--- src/rtl/uart_pkg.sv ---
// Shared UART definitions: FSM state encoding, parity modes, default oversampling.
package uart_pkg;

  typedef logic [2:0] uart_state_t;

  localparam uart_state_t IDLE   = 3'd0;
  localparam uart_state_t START  = 3'd1;
  localparam uart_state_t DATA   = 3'd2;
  localparam uart_state_t PARITY = 3'd3;
  localparam uart_state_t STOP   = 3'd4;

  localparam int PAR_NONE = 0;
  localparam int PAR_EVEN = 1;
  localparam int PAR_ODD  = 2;

  localparam int OVERSAMPLE_DEF = 16;

  // Expected parity bit for a word of up to 8 bits (unused upper bits must be zero).
  function automatic logic parity_bit(input logic [7:0] data, input int mode);
    return (mode == PAR_ODD) ? ~(^data) : (^data);
  endfunction

endpackage

--- src/rtl/uart_rx_sync_2ff.sv ---
// Two-flop synchronizer for a single asynchronous input bit.
module sync_2ff #(
  parameter logic RESET_VAL = 1'b0
) (
  input  logic clk,
  input  logic rst_n,
  input  logic d,
  output logic q
);

  logic r_meta;
  logic r_sync;

  // Shift the asynchronous input through two flops to settle metastability.
  always_ff @(posedge clk or negedge rst_n) begin
    if (!rst_n) begin
      r_meta <= RESET_VAL;
      r_sync <= RESET_VAL;
    end else begin
      r_meta <= d;
      r_sync <= r_meta;
    end
  end

  assign q = r_sync;

endmodule

--- src/rtl/uart_rx.sv ---
// UART receiver: oversampled start/data/parity/stop framing with error pulses.
module uart_rx #(
  parameter int DATA_BITS  = 8,
  parameter int PARITY     = uart_pkg::PAR_NONE,
  parameter int OVERSAMPLE = uart_pkg::OVERSAMPLE_DEF
) (
  input  logic                 clk,
  input  logic                 rst_n,
  input  logic                 tick,
  input  logic                 rx,
  output logic [DATA_BITS-1:0] data_out,
  output logic                 data_valid,
  output logic                 frame_err,
  output logic                 parity_err,
  output logic                 busy
);

  import uart_pkg::*;

  // Sample points within a bit period: middle of the start bit, then one full period later.
  localparam logic [3:0] S_MID  = 4'(OVERSAMPLE / 2 - 1);
  localparam logic [3:0] S_LAST = 4'(OVERSAMPLE - 1);
  localparam logic [2:0] N_LAST = 3'(DATA_BITS - 1);
  localparam logic       HAS_PARITY = (PARITY != PAR_NONE);

  logic                 w_rx_s;
  uart_state_t          r_state;
  uart_state_t          w_state_next;
  logic [3:0]           r_s_cnt;
  logic [2:0]           r_n_cnt;
  logic [DATA_BITS-1:0] r_shift;
  logic                 r_armed;
  logic                 r_par_bit;
  logic [DATA_BITS-1:0] r_data_out;
  logic                 r_data_valid;
  logic                 r_frame_err;
  logic                 r_parity_err;

  logic                 w_start_det;
  logic                 w_mid_start;
  logic                 w_data_smp;
  logic                 w_last_bit;
  logic                 w_par_smp;
  logic                 w_stop_smp;
  logic                 w_busy;
  logic                 w_par_exp;
  logic [7:0]           w_shift8;

  // Line reads idle (high) while in reset so no false start appears on release.
  sync_2ff #(
    .RESET_VAL (1'b1)
  ) u_sync_rx (
    .clk   (clk),
    .rst_n (rst_n),
    .d     (rx),
    .q     (w_rx_s)
  );

  // FSM state register.
  always_ff @(posedge clk or negedge rst_n) begin
    if (!rst_n) begin
      r_state <= IDLE;
    end else begin
      r_state <= w_state_next;
    end
  end

  // FSM next-state logic; every transition except start detection waits for a sample tick.
  always_comb begin
    w_state_next = r_state;
    case (r_state)
      IDLE: begin
        if (w_start_det) begin
          w_state_next = START;
        end
      end
      START: begin
        if (w_mid_start) begin
          w_state_next = w_rx_s ? IDLE : DATA;
        end
      end
      DATA: begin
        if (w_last_bit) begin
          w_state_next = HAS_PARITY ? uart_pkg::PARITY : STOP;
        end
      end
      uart_pkg::PARITY: begin
        if (w_par_smp) begin
          w_state_next = STOP;
        end
      end
      STOP: begin
        if (w_stop_smp) begin
          w_state_next = IDLE;
        end
      end
      default: begin
        w_state_next = IDLE;
      end
    endcase
  end

  // FSM outputs: per-state sampling strobes and the busy flag.
  always_comb begin
    w_start_det = (r_state == IDLE) && r_armed && !w_rx_s;
    w_mid_start = (r_state == START) && tick && (r_s_cnt == S_MID);
    w_data_smp  = (r_state == DATA) && tick && (r_s_cnt == S_LAST);
    w_last_bit  = w_data_smp && (r_n_cnt == N_LAST);
    w_par_smp   = (r_state == uart_pkg::PARITY) && tick && (r_s_cnt == S_LAST);
    w_stop_smp  = (r_state == STOP) && tick && (r_s_cnt == S_LAST);
    w_busy      = (r_state != IDLE);
  end

  // Oversample and bit counters; the sample counter only moves on ticks while framing.
  always_ff @(posedge clk or negedge rst_n) begin
    if (!rst_n) begin
      r_s_cnt <= '0;
      r_n_cnt <= '0;
    end else if (w_start_det) begin
      r_s_cnt <= '0;
    end else if (w_mid_start) begin
      r_s_cnt <= '0;
      r_n_cnt <= '0;
    end else if (w_data_smp) begin
      r_s_cnt <= '0;
      r_n_cnt <= r_n_cnt + 3'd1;
    end else if (w_par_smp || w_stop_smp) begin
      r_s_cnt <= '0;
    end else if (w_busy && tick) begin
      r_s_cnt <= r_s_cnt + 4'd1;
    end
  end

  // Data shift register (LSB arrives first, so shift right into the MSB) and parity capture.
  always_ff @(posedge clk or negedge rst_n) begin
    if (!rst_n) begin
      r_shift   <= '0;
      r_par_bit <= 1'b0;
    end else begin
      if (w_data_smp) begin
        r_shift <= {w_rx_s, r_shift[DATA_BITS-1:1]};
      end
      if (w_par_smp) begin
        r_par_bit <= w_rx_s;
      end
    end
  end

  // Arming: a framing error disarms so a held-low line (break) yields only one error.
  always_ff @(posedge clk or negedge rst_n) begin
    if (!rst_n) begin
      r_armed <= 1'b0;
    end else if (w_stop_smp && !w_rx_s) begin
      r_armed <= 1'b0;
    end else if ((r_state == IDLE) && w_rx_s) begin
      r_armed <= 1'b1;
    end
  end

  assign w_shift8  = 8'(r_shift);
  assign w_par_exp = parity_bit(w_shift8, PARITY);

  // Result registers: word load and one-clock status pulses on the stop-bit sample.
  always_ff @(posedge clk or negedge rst_n) begin
    if (!rst_n) begin
      r_data_out   <= '0;
      r_data_valid <= 1'b0;
      r_frame_err  <= 1'b0;
      r_parity_err <= 1'b0;
    end else begin
      r_data_valid <= w_stop_smp && w_rx_s;
      r_frame_err  <= w_stop_smp && !w_rx_s;
      r_parity_err <= w_stop_smp && w_rx_s && HAS_PARITY && (r_par_bit != w_par_exp);
      if (w_stop_smp && w_rx_s) begin
        r_data_out <= r_shift;
      end
    end
  end

  assign data_out   = r_data_out;
  assign data_valid = r_data_valid;
  assign frame_err  = r_frame_err;
  assign parity_err = r_parity_err;
  assign busy       = w_busy;

endmodule

--- config.mk ---
export PLATFORM = sky130hd
export DESIGN_NAME = uart_rx
export DESIGN_NICKNAME = d
export VERILOG_FILES = /design/src/rtl/uart_pkg.sv /design/src/rtl/uart_rx_sync_2ff.sv /design/src/rtl/uart_rx.sv
export SDC_FILE = /design/constraint.sdc
export NUM_CORES = 1
export LEC_CHECK = 0
export ABC_AREA = 1
export ABC_CLOCK_PERIOD_IN_PS = 4250
export CORE_ASPECT_RATIO = 0.75
export CORE_MARGIN = 2
export CORE_UTILIZATION = 43
export DETAILED_ROUTE_END_ITERATION = 8
export DONT_BUFFER_PORTS = 1
export PLACE_DENSITY_LB_ADDON = 0.08
export SETUP_SLACK_MARGIN = 0.15
export SLEW_MARGIN = 5
export SYNTH_ARGS = -nofsm -noshare
export SYNTH_HDL_FRONTEND = slang
export SYNTH_SLANG_ARGS = --single-unit
--- constraint.sdc ---
create_clock -name clk -period 4.25 [get_ports clk]
set_input_delay 0.6375 -clock clk [delete_from_list [all_inputs] [get_ports clk]]
set_output_delay 0.6375 -clock clk [all_outputs]
set_load 0.03 [all_outputs]
* Word level (Yosys, flattened, before mapping) *
Index checks and enable logic that the tools add are counted.
Widths: inputs -> output; s select.

operators by class
  add/subtract/negate cells = 2
  equal/unequal tests = 12
  mux-type cells = 16
  bitwise logic cells = 1
  reductions and logical operators = 24

operators with widths
  cell                 count
  $mux 3               7
  $mux 4               5
  $logic_and 1x1->1    15
  $pmux 3 s5           1
  $ne 2x2->1 const B   5
  $eq 3x2->1 const B   2
  $eq 3x3->1 const B   2
  $reduce_and 5->1     1
  $reduce_bool 5->1    1
  $add 4x1->4 const B  1
  $eq 4x3->1 const B   1
  $eq 4x4->1 const B   1
  $reduce_bool 2->1    2
  $add 3x1->3 const B  1
  $eq 3x1->1 const B   1
  $logic_not 3->1      1
  $reduce_bool 3->1    1
  $mux 1               2
  $mux 2               1
  $reduce_and 2->1     1
  $logic_not 1->1      1
  $logic_or 1x1->1     1
  $not 1->1            1

storage, ports and cells
  register bits = 31
  input port bits = 4
  output and inout port bits = 12
  word-level logic and storage cells = 65

* Logic depth before layout (Yosys ltp) *
Gate-level depths: netlist of run 1.

  depth after elaboration = 8
  mapped depth = 10
  gate-level depth less buffers = 10

* By module *
From an unflattened synthesis of run 1, not the netlist that was laid out.

unflattened totals
  cell total of the unflattened synthesis = 158
  area total of the unflattened synthesis = 1,423.9 sq um

by module, submodules not included
  module    times used  cells each  area each (sq um)  seq. area each (sq um)
  uart_rx   1           156         1,371.3            725.7
  sync_2ff  1           2           52.6               52.6

* Worst setup path before layout of run 1 *
No wires, ideal clock.

  path type = register to output
  from = reg r_state[0]
  to = out busy
  data arrival time = 0.783 ns
  path slack = 2.829 ns
  cell stages (with the launch flop) = 3
  buffers on the path = 0
  cells stage by stage = dfrtp_1 -> inv_1 -> nand3_1

between the ends
  cells in the longest elaborated chain, start to end = 1

ends and longest elaborated chain
  what                    line            text
  from (decl)             uart_rx.sv:27   uart_state_t r_state;
  from (signal assigned)  uart_rx.sv:64   r_state <= w_state_next;
  $reduce_bool 3->1       uart_rx.sv:111  w_busy = (r_state != IDLE);
  to (decl)               uart_rx.sv:15   output logic busy

Every way passes these cells.

* Worst setup path in the final report of run 1 *
Ends and elaborated chain as after synthesis.

==> summary.md, run 1 <==
| Metric | Value |
|---|---|
| Crit path kind | register to primary output |
| Post-Synthesis Cells | 161 |
| Worst setup EP type | primary output |
| Vias | 977 |
| Status | completed |
| Fraction of layout cells with a size suffix above 1 | 13.9% |
| RSZ-0062 raised after global routing | no |
| # clock sinks | 31 |
| Row count | 18 |
| Sw Share | 30.9% |
| Maximum vdd ir drop | 0.000184 V |
| Final Util | 47.8% |
| Final layout net count | 172 |
| DRT Wirelength | 2440 um |
| Die Height | 53.7 um |
| Leading cell types in the layout, fill and taps excluded | nand2_1, dfrtp_1, inv_1 |
| PD cells | 483 mW/mm^2 |
| Int Pwr | 0.000514 W |
| Clock Tree Root | clkbuf_8 |
| I/O Buffers | 0 |
| Syn_area_per_cell | 8.79 um^2 |
| Core area | 0.00322 mm^2 |
| Final Hold Fails | 0 |
| Synth warn | 0 |
| Post-synth EDFFs | 0 |
| First-pass GRT wire length | 4190 um |
| Sequential cell area fraction in the yosys report | 55.0% |
| HP Class | primary input to asynchronous set/reset pin |
| Total negative slack | 0 ps |
| Critical Path RT | 3610 ps |
| Top-level port count | 16 |
| Initial antenna violation count | 0 |
| Vias in the first global route | 980 |
| Gpl congestion | 0.832 |
| DRC Markers | 0 |
| Clk slew on worst S/H paths | 60 ps |
| Post-Syn Nets | 168 |
| Total gr overflow | 0 |
| Total Die Area | 0.00377 mm^2 |
| Final count of pins violating max slew | 0 |
| Area Growth Syn to Fin | 8.75% |
| Leakage power | 0.824 nW |
| Top_reg_cell synth | dfrtp_1 |
| Critical Path AT | 1170 ps |
| Postcts setup bufs | 0 |
| Yosys top cell by area | dfrtp_1 |
| Synth unique cells | 20 |
| Mapped Area | 0.00142 mm^2 |
| R2R cell count | 8 |
| Filler instances | 307 |
| Overall power | 0.000744 W |
| Final period util | 42.5% |
| Diodes inserted | 0 |
| Startpoint types | register |
| Dpl ws | 2640 ps |
| Iteration-0 DRC count of the detailed router | 48 |
| Die X | 70.2 um |
| Hpwl dp | 1800 um |
| Vias per inst | 4.74 |
| Maximum root-to-sink buffer count | 2 |
| Number of max-cap violations | 0 |
| Final worst slack | 2440 ps |
| Synth top area share | 51.3% |
| CTS tree | built |
| Top post-synthesis cells by area | dfrtp_1, nand2_1, inv_1 |
| Htree depth | 2 |
| Starting density of the core | 43.9% |
| Cts hold-fix bufs | 0 |
| CP max FO | 6 |
| Post_cts resized | 0 |
| WL/cell | 11.8 um |
| Final Setup Violations | 0 |
| Number of synthesized register bits | 31 |
| Ys async rst share | 100% |
| Psw | 0.000230 W |
| Commonest non-fill, non-tap cell in the layout | nand2_1 |
| Routed Antenna Nets | 0 |
| Flop pwr share | 45.4% |
| Largest net degree at the start of global routing | 32 |
| Total CTS buffers | 5 |
| 1st-pass router iterations | 4 |
| Total track usage | 14.8% |
| Clock power share | 33.4% |
| Combinational Power Share | 21.2% |
| FMAX | 0.553 GHz |
| Later-pin clock latency in the skew report | 270 ps |
| Minimum clock period | 1810 ps |
| Final Skew | 6.14 ps |
-- area by class of cell --
type                            instances  area, um^2  share of cell area (%)
Multi-Input combinational cell        104         524                    34.1
Inverter                               23        86.3                    5.61
Clock buffer                            8         100                    6.50
Sequential cell                        31         778                    50.6
Tap cell                               40        50.0                    3.25
-- per-stage QoR --
stage / cells / instance area (um^2) / hold WS, ps
after global routing: 206 / 1540 / 35.8
after floorplan: 161 / 1420 / 342
after CTS: 206 / 1540 / 44.2
after detailed placement: 198 / 1440 / 343
after global placement: 198 / 1440 / 343
final: 206 / 1540 / 53.7
-- worst max-delay path, cell delays in order (launching register included) --
cell and delay [ps]:
dfrtp_1 380, inv_1 140, nand3_1 380
-- layer usage --
metal	up-vias	GRT usage [%]	wire length, um
li1	503	-	-
met1	458	18.9	1190
met2	14	23.1	1120
met3	2	5.43	113
met4	0	5.77	19
met5	-	0	0
-- flip-flops by register name, summed over array words and instances (netlist names) --
name and cells:
u_sync_rx.q 1, data_out 8, r_n_cnt 3, r_armed 1, r_s_cnt 4, data_valid 1
r_shift 8, frame_err 1, u_sync_rx.r_meta 1, r_state 3
-- final timing paths --
path,startpoint,endpoint,slack [ps]
max reg2reg,r_state[0]$_DFFE_PN0P_,r_s_cnt[2]$_DFFE_PN0P_,2600
max,r_state[0]$_DFFE_PN0P_,busy,2440
max in group asynchronous,rst_n,u_sync_rx.r_meta$_DFF_PN1_,4010
min reg2reg,u_sync_rx.r_meta$_DFF_PN1_,u_sync_rx.q$_DFF_PN1_,360
min,rst_n,r_state[1]$_DFFE_PN0P_,50
min in group clk,u_sync_rx.r_meta$_DFF_PN1_,u_sync_rx.q$_DFF_PN1_,360
-- power by group through the flow --
| stage | combinational (W) | clock, W | sequential [W] |
|---|---|---|---|
| floorplan | 0.000133 | 0 | 0.000339 |
| global placement | 0.000154 | 0 | 0.000342 |
| detailed placement | 0.000157 | 0 | 0.000343 |
| CTS | 0.000158 | 0.000256 | 0.000337 |
| global route | 0.000181 | 0.000270 | 0.000341 |
| finish | 0.000158 | 0.000248 | 0.000338 |
-- cells in the mapped netlist, types with 2 or more instances --
| master | n |
|---|---|
| nor2_1 | 8 |
| nand3_2 | 2 |
| o21ai_0 | 9 |
| buf_4 | 2 |
| inv_2 | 3 |
| nand2_1 | 54 |
| o21ai_2 | 5 |
| nor2_2 | 2 |
| ha_1 | 3 |
| dfstp_2 | 2 |
| dfrtp_1 | 29 |
| nand4_1 | 3 |
| inv_1 | 20 |
| o21ai_1 | 5 |
| nand3_1 | 9 |
-- logic make-up after synthesis --
group | Yosys count | share of synthesized area [%]
other | 1 | 0.265
buffers and inverters | 26 | 7.96
XOR/XNOR | 1 | 0.619
flip-flops | 31 | 55.0
adder cells (fa/ha/maj) | 3 | 2.65
AO/OA/AOI/OAI | 19 | 8.05
AND/OR/NAND/NOR | 80 | 25.5
Power figures use the tool's default switching activity.
==> run 2: changes to the inputs <==
--- a/config.mk
+++ b/config.mk
@@ -6,7 +6,7 @@
 export NUM_CORES = 1
 export LEC_CHECK = 0
 export ABC_AREA = 1
-export ABC_CLOCK_PERIOD_IN_PS = 4250
+export ABC_CLOCK_PERIOD_IN_PS = 1500
 export CORE_ASPECT_RATIO = 0.75
 export CORE_MARGIN = 2
 export CORE_UTILIZATION = 43
==> constraint.sdc (replaced) <==
create_clock -name clk -period 1.5 [get_ports clk]
set_input_delay 0.225 -clock clk [delete_from_list [all_inputs] [get_ports clk]]
set_output_delay 0.225 -clock clk [all_outputs]
set_load 0.03 [all_outputs]
==> run 2 against run 1 <==
Effect of this change:
- non-clock buffer count rose by 16
- critical endpoint is now r_s_cnt[0]$_DFFE_PN0P_
- final cell count grew 7.8%
- clock power grew to 3.2 times the previous value
- via count rose by 8.2%
- combinational power rose to 4.2 times the previous value
==> summary.md, run 2 (synthesized netlist as in run 1, its figures left out) <==
| Metric | Value |
|---|---|
| Worst path top cell family by delay | simple AND/OR/NAND/NOR gates |
| PD cells | 1340 mW/mm^2 |
| Largest net degree at the start of global routing | 32 |
| CP Cell Sequence | nor2_2 -> nand2_1 -> nor2_8 -> nor2_4 -> nand3_4 -> nor2_2 |
| Total gr overflow | 0 |
| CP max FO | 8 |
| Leakage power | 0.934 nW |
| Clock Tree Root | clkbuf_8 |
| CTS tree | built |
| Final period util | 92.5% |
| First-pass GRT wire length | 4630 um |
| Status | completed |
| Iteration-0 DRC count of the detailed router | 34 |
| Worst setup EP type | register |
| Critical Path AT | 1550 ps |
| Final Hold Fails | 0 |
| Maximum vdd ir drop | 0.000586 V |
| Fraction of layout cells with a size suffix above 1 | 31.3% |
| Worst hold margin | 337 ps |
| Total CTS buffers | 5 |
| Critical path startpoint | r_state[2]$_DFFE_PN0P_ |
| DRT Wirelength | 2770 um |
| Core area | 0.00322 mm^2 |
| Final count of pins violating max slew | 0 |
| # clock sinks | 31 |
| Crit path depth | 6 |
| Final layout net count | 188 |
| Commonest non-fill, non-tap cell in the layout | nand2_1 |
| Worst hold path stage count | 5 |
| Startpoint types | register |
| Crit path kind | register to register |
| Number of max-cap violations | 0 |
| 1st-pass router iterations | 6 |
| WL/cell | 12.5 um |
| R2R cell count | 6 |
| Top-level port count | 16 |
| Dpl cell area | 0.00148 mm^2 |
| Maximum root-to-sink buffer count | 2 |
| Htree depth | 2 |
| RSZ-0062 raised after global routing | yes |
| Vias in the first global route | 1,015 |
| Vias | 1,057 |
| Total Die Area | 0.00377 mm^2 |
| Die X | 70.2 um |
| I/O Buffers | 0 |
| Total track usage | 16.7% |
| Vias per inst | 4.76 |
| Post-route cell area | 0.00180 mm^2 |
| Minimum clock period | 1390 ps |
| Overall power | 0.00241 W |
| Initial antenna violation count | 0 |
| Area Growth Syn to Fin | 26.9% |
| Critical Path RT | 1660 ps |
| Filler instances | 298 |
| Reg-to-reg critical path startpoint | r_state[2]$_DFFE_PN0P_ |
| Final Setup Violations | 0 |
| HP Class | primary input to register |
| CP Buf/Inv Count | 0 |
| FMAX | 0.721 GHz |
| Clk slew on worst S/H paths | 60 ps |
| Routed Antenna Nets | 0 |
| CP most frequent cell | nor2_2 |
| Total negative slack | 0 ps |
| CP max stage cell | dfrtp_1 |
| Diodes inserted | 0 |
| Later-pin clock latency in the skew report | 280 ps |
| Critical Path Max Stage Delay | 410 ps |
| Gpl congestion | 0.847 |
| Hold path startpoint | tick |
| Final Skew | 8.16 ps |
| Starting density of the core | 43.9% |
| Row count | 18 |
| DRC Markers | 0 |
| Hpwl dp | 1790 um |
| Leading cell types in the layout, fill and taps excluded | nand2_1, dfrtp_1, inv_1 |
| Die Height | 53.7 um |
## run 2: cell type report
class / count / area, um^2 / area share, %
inverter: 23 / 88.8 / 4.95
clock inverter: 3 / 43.8 / 2.44
sequential: 31 / 778 / 43.3
tap: 40 / 50.0 / 2.79
timing repair buffer: 16 / 165 / 9.20
clock buffer: 5 / 68.8 / 3.83
multi-input combinational: 104 / 601 / 33.4
## run 2: final timing paths
check / end / slack (ps)
min in group asynchronous: data_out[1]$_DFFE_PN0P_ / 390
min: r_state[2]$_DFFE_PN0P_ / 340
max reg2reg: r_s_cnt[0]$_DFFE_PN0P_ / 110
min reg2reg: u_sync_rx.q$_DFF_PN1_ / 370
max in group asynchronous: u_sync_rx.r_meta$_DFF_PN1_ / 870
max: r_s_cnt[0]$_DFFE_PN0P_ / 110
## run 2: power by group
group	switching, W	internal, W
sequential	0.0000510	0.000904
clock	0.000308	0.000494
combinational	0.000418	0.000241
## run 2: metal layers
metal,part of all wire (%),GRT usage [%],vias up
met3,4.4,5.99,4
met2,47,27.5,20
met4,0.98,5.45,0
met5,0,0,-
met1,48,20.8,495
li1,-,-,538
## run 2: through the flow
step / setup WS, ps / utilization, % / instances
CTS: 86.4 / 53.5 / 220
global route: 12.2 / 55.7 / 222
detailed placement: 20.2 / 46.0 / 201
global placement: 90.4 / 46.0 / 201
finish: 113 / 55.7 / 222
floorplan: 173 / - / 161
## run 2: worst reg2reg max path, cell delays in order (launching register included)
cell,delay [ps]
dfrtp_1,410
nor2_2,230
nand2_1,180
nor2_8,240
nor2_4,80
nand3_4,100
nor2_2,40
## run 2: what timing repair did
| item | in CTS | in global routing |
|---|---|---|
| resized for setup | 10 | 22 |
| endpoints found under the hold margin | 32 | 0 |
| setup buffers | 8 | 2 |
| setup endpoints to repair | 16 | 28 |
| hold buffers | 3 | 0 |
| pin swaps | 5 | 8 |
| gates cloned | 0 | 0 |
==> run 3: changes to the inputs <==
--- a/config.mk
+++ b/config.mk
@@ -13,6 +13,7 @@
 export DETAILED_ROUTE_END_ITERATION = 8
 export DONT_BUFFER_PORTS = 1
 export PLACE_DENSITY_LB_ADDON = 0.08
+export REMOVE_ABC_BUFFERS = 1
 export SETUP_SLACK_MARGIN = 0.15
 export SLEW_MARGIN = 5
 export SYNTH_ARGS = -nofsm -noshare
==> run 3 against run 2 <==
Effect of this change:
- sequential power is 1% higher
- hold slack got worse by 60 ps
- final area down 2.9%
- total power down 7.5%
- maximum frequency is 4.0% higher
- core utilization down 1.6 points
- die area is the same
- critical path type unchanged
- highest routed layer unchanged
==> summary.md, run 3 (synthesized netlist as in run 1, its figures left out) <==
| Metric | Value |
|---|---|
| Worst R2R End | r_shift[5]$_DFFE_PN0P_ |
| Worst setup EP type | register |
| Vias | 1,019 |
| Die X | 70.2 um |
| I/O Buffers | 0 |
| Post-route cell area | 0.00174 mm^2 |
| Multi-input logic area | 612 um^2 |
| Largest net degree at the start of global routing | 32 |
| Area Growth Syn to Fin | 23.2% |
| WL/cell | 11.0 um |
| 1st-pass router iterations | 4 |
| Total gr overflow | 0 |
| CTS tree | built |
| Top Usage Layer GRT | met2 |
| CP max FO | 10 |
| Die Height | 53.7 um |
| Vias per inst | 4.67 |
| DRT Wirelength | 2390 um |
| Status | completed |
| Clock Tree Root | clkbuf_8 |
| Hold Path End | frame_err$_DFF_PN0_ |
| Row count | 18 |
| Final count of pins violating max slew | 0 |
| Final Setup Violations | 0 |
| GR Util met3 | 4.68% |
| Critical Path RT | 1690 ps |
| Diodes inserted | 0 |
| Total Die Area | 0.00377 mm^2 |
| Critical Path AT | 1520 ps |
| Total track usage | 14.6% |
| Minimum clock period | 1330 ps |
| Worst hold path stage count | 4 |
| Initial antenna violation count | 0 |
| Starting density of the core | 43.9% |
| Met2 Use GR | 21.5% |
| Gpl congestion | 0.855 |
| Final Skew | 9.94 ps |
| Hpwl dp | 1670 um |
| Final period util | 88.9% |
| Iteration-0 DRC count of the detailed router | 82 |
| # clock sinks | 31 |
| Reg-to-reg critical path startpoint | r_s_cnt[0]$_DFFE_PN0P_ |
| Fraction of layout cells with a size suffix above 1 | 27.0% |
| Leading cell types in the layout, fill and taps excluded | nand2_1, dfrtp_1, inv_1 |
| Startpoint types | register |
| Core area | 0.00322 mm^2 |
| Final Hold Fails | 0 |
| Filler instances | 289 |
| Maximum root-to-sink buffer count | 2 |
| Top-level port count | 16 |
| Number of max-cap violations | 0 |
| Htree depth | 2 |
| Register Area | 778 um^2 |
| Total negative slack | 0 ps |
| Leakage power | 0.883 nW |
| DRC Markers | 0 |
| Vias in the first global route | 933 |
| Final layout net count | 184 |
| Commonest non-fill, non-tap cell in the layout | nand2_1 |
| Met1 GRT Util | 20.0% |
| Dpl cell area | 0.00146 mm^2 |
| Hold path startpoint | tick |
| CP max stage cell | dfrtp_1 |
| CP Cell Sequence | ha_4 -> nand2_2 -> nor2_4 -> inv_2 -> nor2_8 -> buf_12 -> nand2_1 -> o21ai_0 |
| First-pass GRT wire length | 4170 um |
| RSZ-0062 raised after global routing | yes |
| R2R cell count | 8 |
| Crit path kind | register to register |
| R2R setup slack | 170 ps |
| FMAX | 0.750 GHz |
| Routed Antenna Nets | 0 |
| Later-pin clock latency in the skew report | 280 ps |
| Clk slew on worst S/H paths | 70 ps |
| Maximum vdd ir drop | 0.000691 V |
| HP Class | primary input to register |
| Total CTS buffers | 5 |
| PD cells | 1280 mW/mm^2 |
| Critical Path Max Stage Delay | 390 ps |
[run 3: cell types whose count changed in the layout (fill, tap and decap cells not counted), moves of 3 or more]
cell and delta:
o21ai_1 -3, nand2_1 +4, buf_6 -3, ha_2 -3, ha_4 +3, o21ai_0 +4
[run 3: per-stage QoR]
| stage | utilization [%] | total power [W] | std cells | hold slack [ps] | worst slack [ps] |
|---|---|---|---|---|---|
| final | 54.1 | 0.00223 | 218 | 277 | 167 |
| after global routing | 54.1 | 0.00239 | 218 | 290 | 77.0 |
| after CTS | 51.4 | 0.00215 | 217 | 269 | 134 |
| after detailed placement | 45.4 | 0.00144 | 201 | -69.9 | 29.6 |
| after global placement | 45.4 | 0.00144 | 201 | -70.0 | 88.1 |
| after floorplan | - | 0.00133 | 158 | -70.6 | 86.5 |
[run 3: area by class of cell]
class,instances,share of cell area [%]
clock inverter,2,0.718
inverter,23,4.95
timing repair buffer,12,7.54
clock buffer,6,4.16
tap,40,2.87
multi-input combinational,104,35.1
sequential,31,44.7
[run 3: report_power, final]
group          switching (W)  internal, W  leakage, nW
sequential         0.0000617     0.000904        0.384
clock               0.000301     0.000324       0.0412
combinational       0.000393     0.000251        0.457
total               0.000756      0.00148        0.883
[run 3: timing repair]
action                                 in CTS  in global routing
buffers inserted                            5                  1
resized for setup                           6                 20
pin swaps                                   5                  9
setup endpoints to repair                  15                 28
endpoints found under the hold margin      32                  0
hold buffers                                3                  0
cloned                                      0                  0
[run 3: worst max path at each step]
| stage | start | end | slack [ps] | cells past startpoint |
|---|---|---|---|---|
| floorplan | r_state[0]$_DFFE_PN0P_ | r_s_cnt[2]$_DFFE_PN0P_ | 90 | 8 |
| global placement | r_s_cnt[0]$_DFFE_PN0P_ | r_s_cnt[0]$_DFFE_PN0P_ | 90 | 8 |
| global route | r_n_cnt[1]$_DFFE_PN0P_ | r_state[0]$_DFFE_PN0P_ | 80 | 10 |
| finish | r_s_cnt[0]$_DFFE_PN0P_ | r_shift[5]$_DFFE_PN0P_ | 170 | 8 |
| detailed placement | r_s_cnt[0]$_DFFE_PN0P_ | r_s_cnt[2]$_DFFE_PN0P_ | 30 | 8 |
| CTS | r_s_cnt[0]$_DFFE_PN0P_ | r_s_cnt[2]$_DFFE_PN0P_ | 130 | 7 |
[run 3: worst max-delay path, delay by kind of cell (launching register included)]
kind,cells,cell delay (ps)
compound gates,1,80
fa+ha+maj,1,160
buf+inv,2,210
flops,1,390
simple gates,4,400
[run 3: metal layers]
metal  part of all wire, %  vias to the layer above
li1                      -                      535
met1                    51                      463
met2                    43                       17
met3                   4.5                        4
met4                   1.0                        0
met5                     0                        -
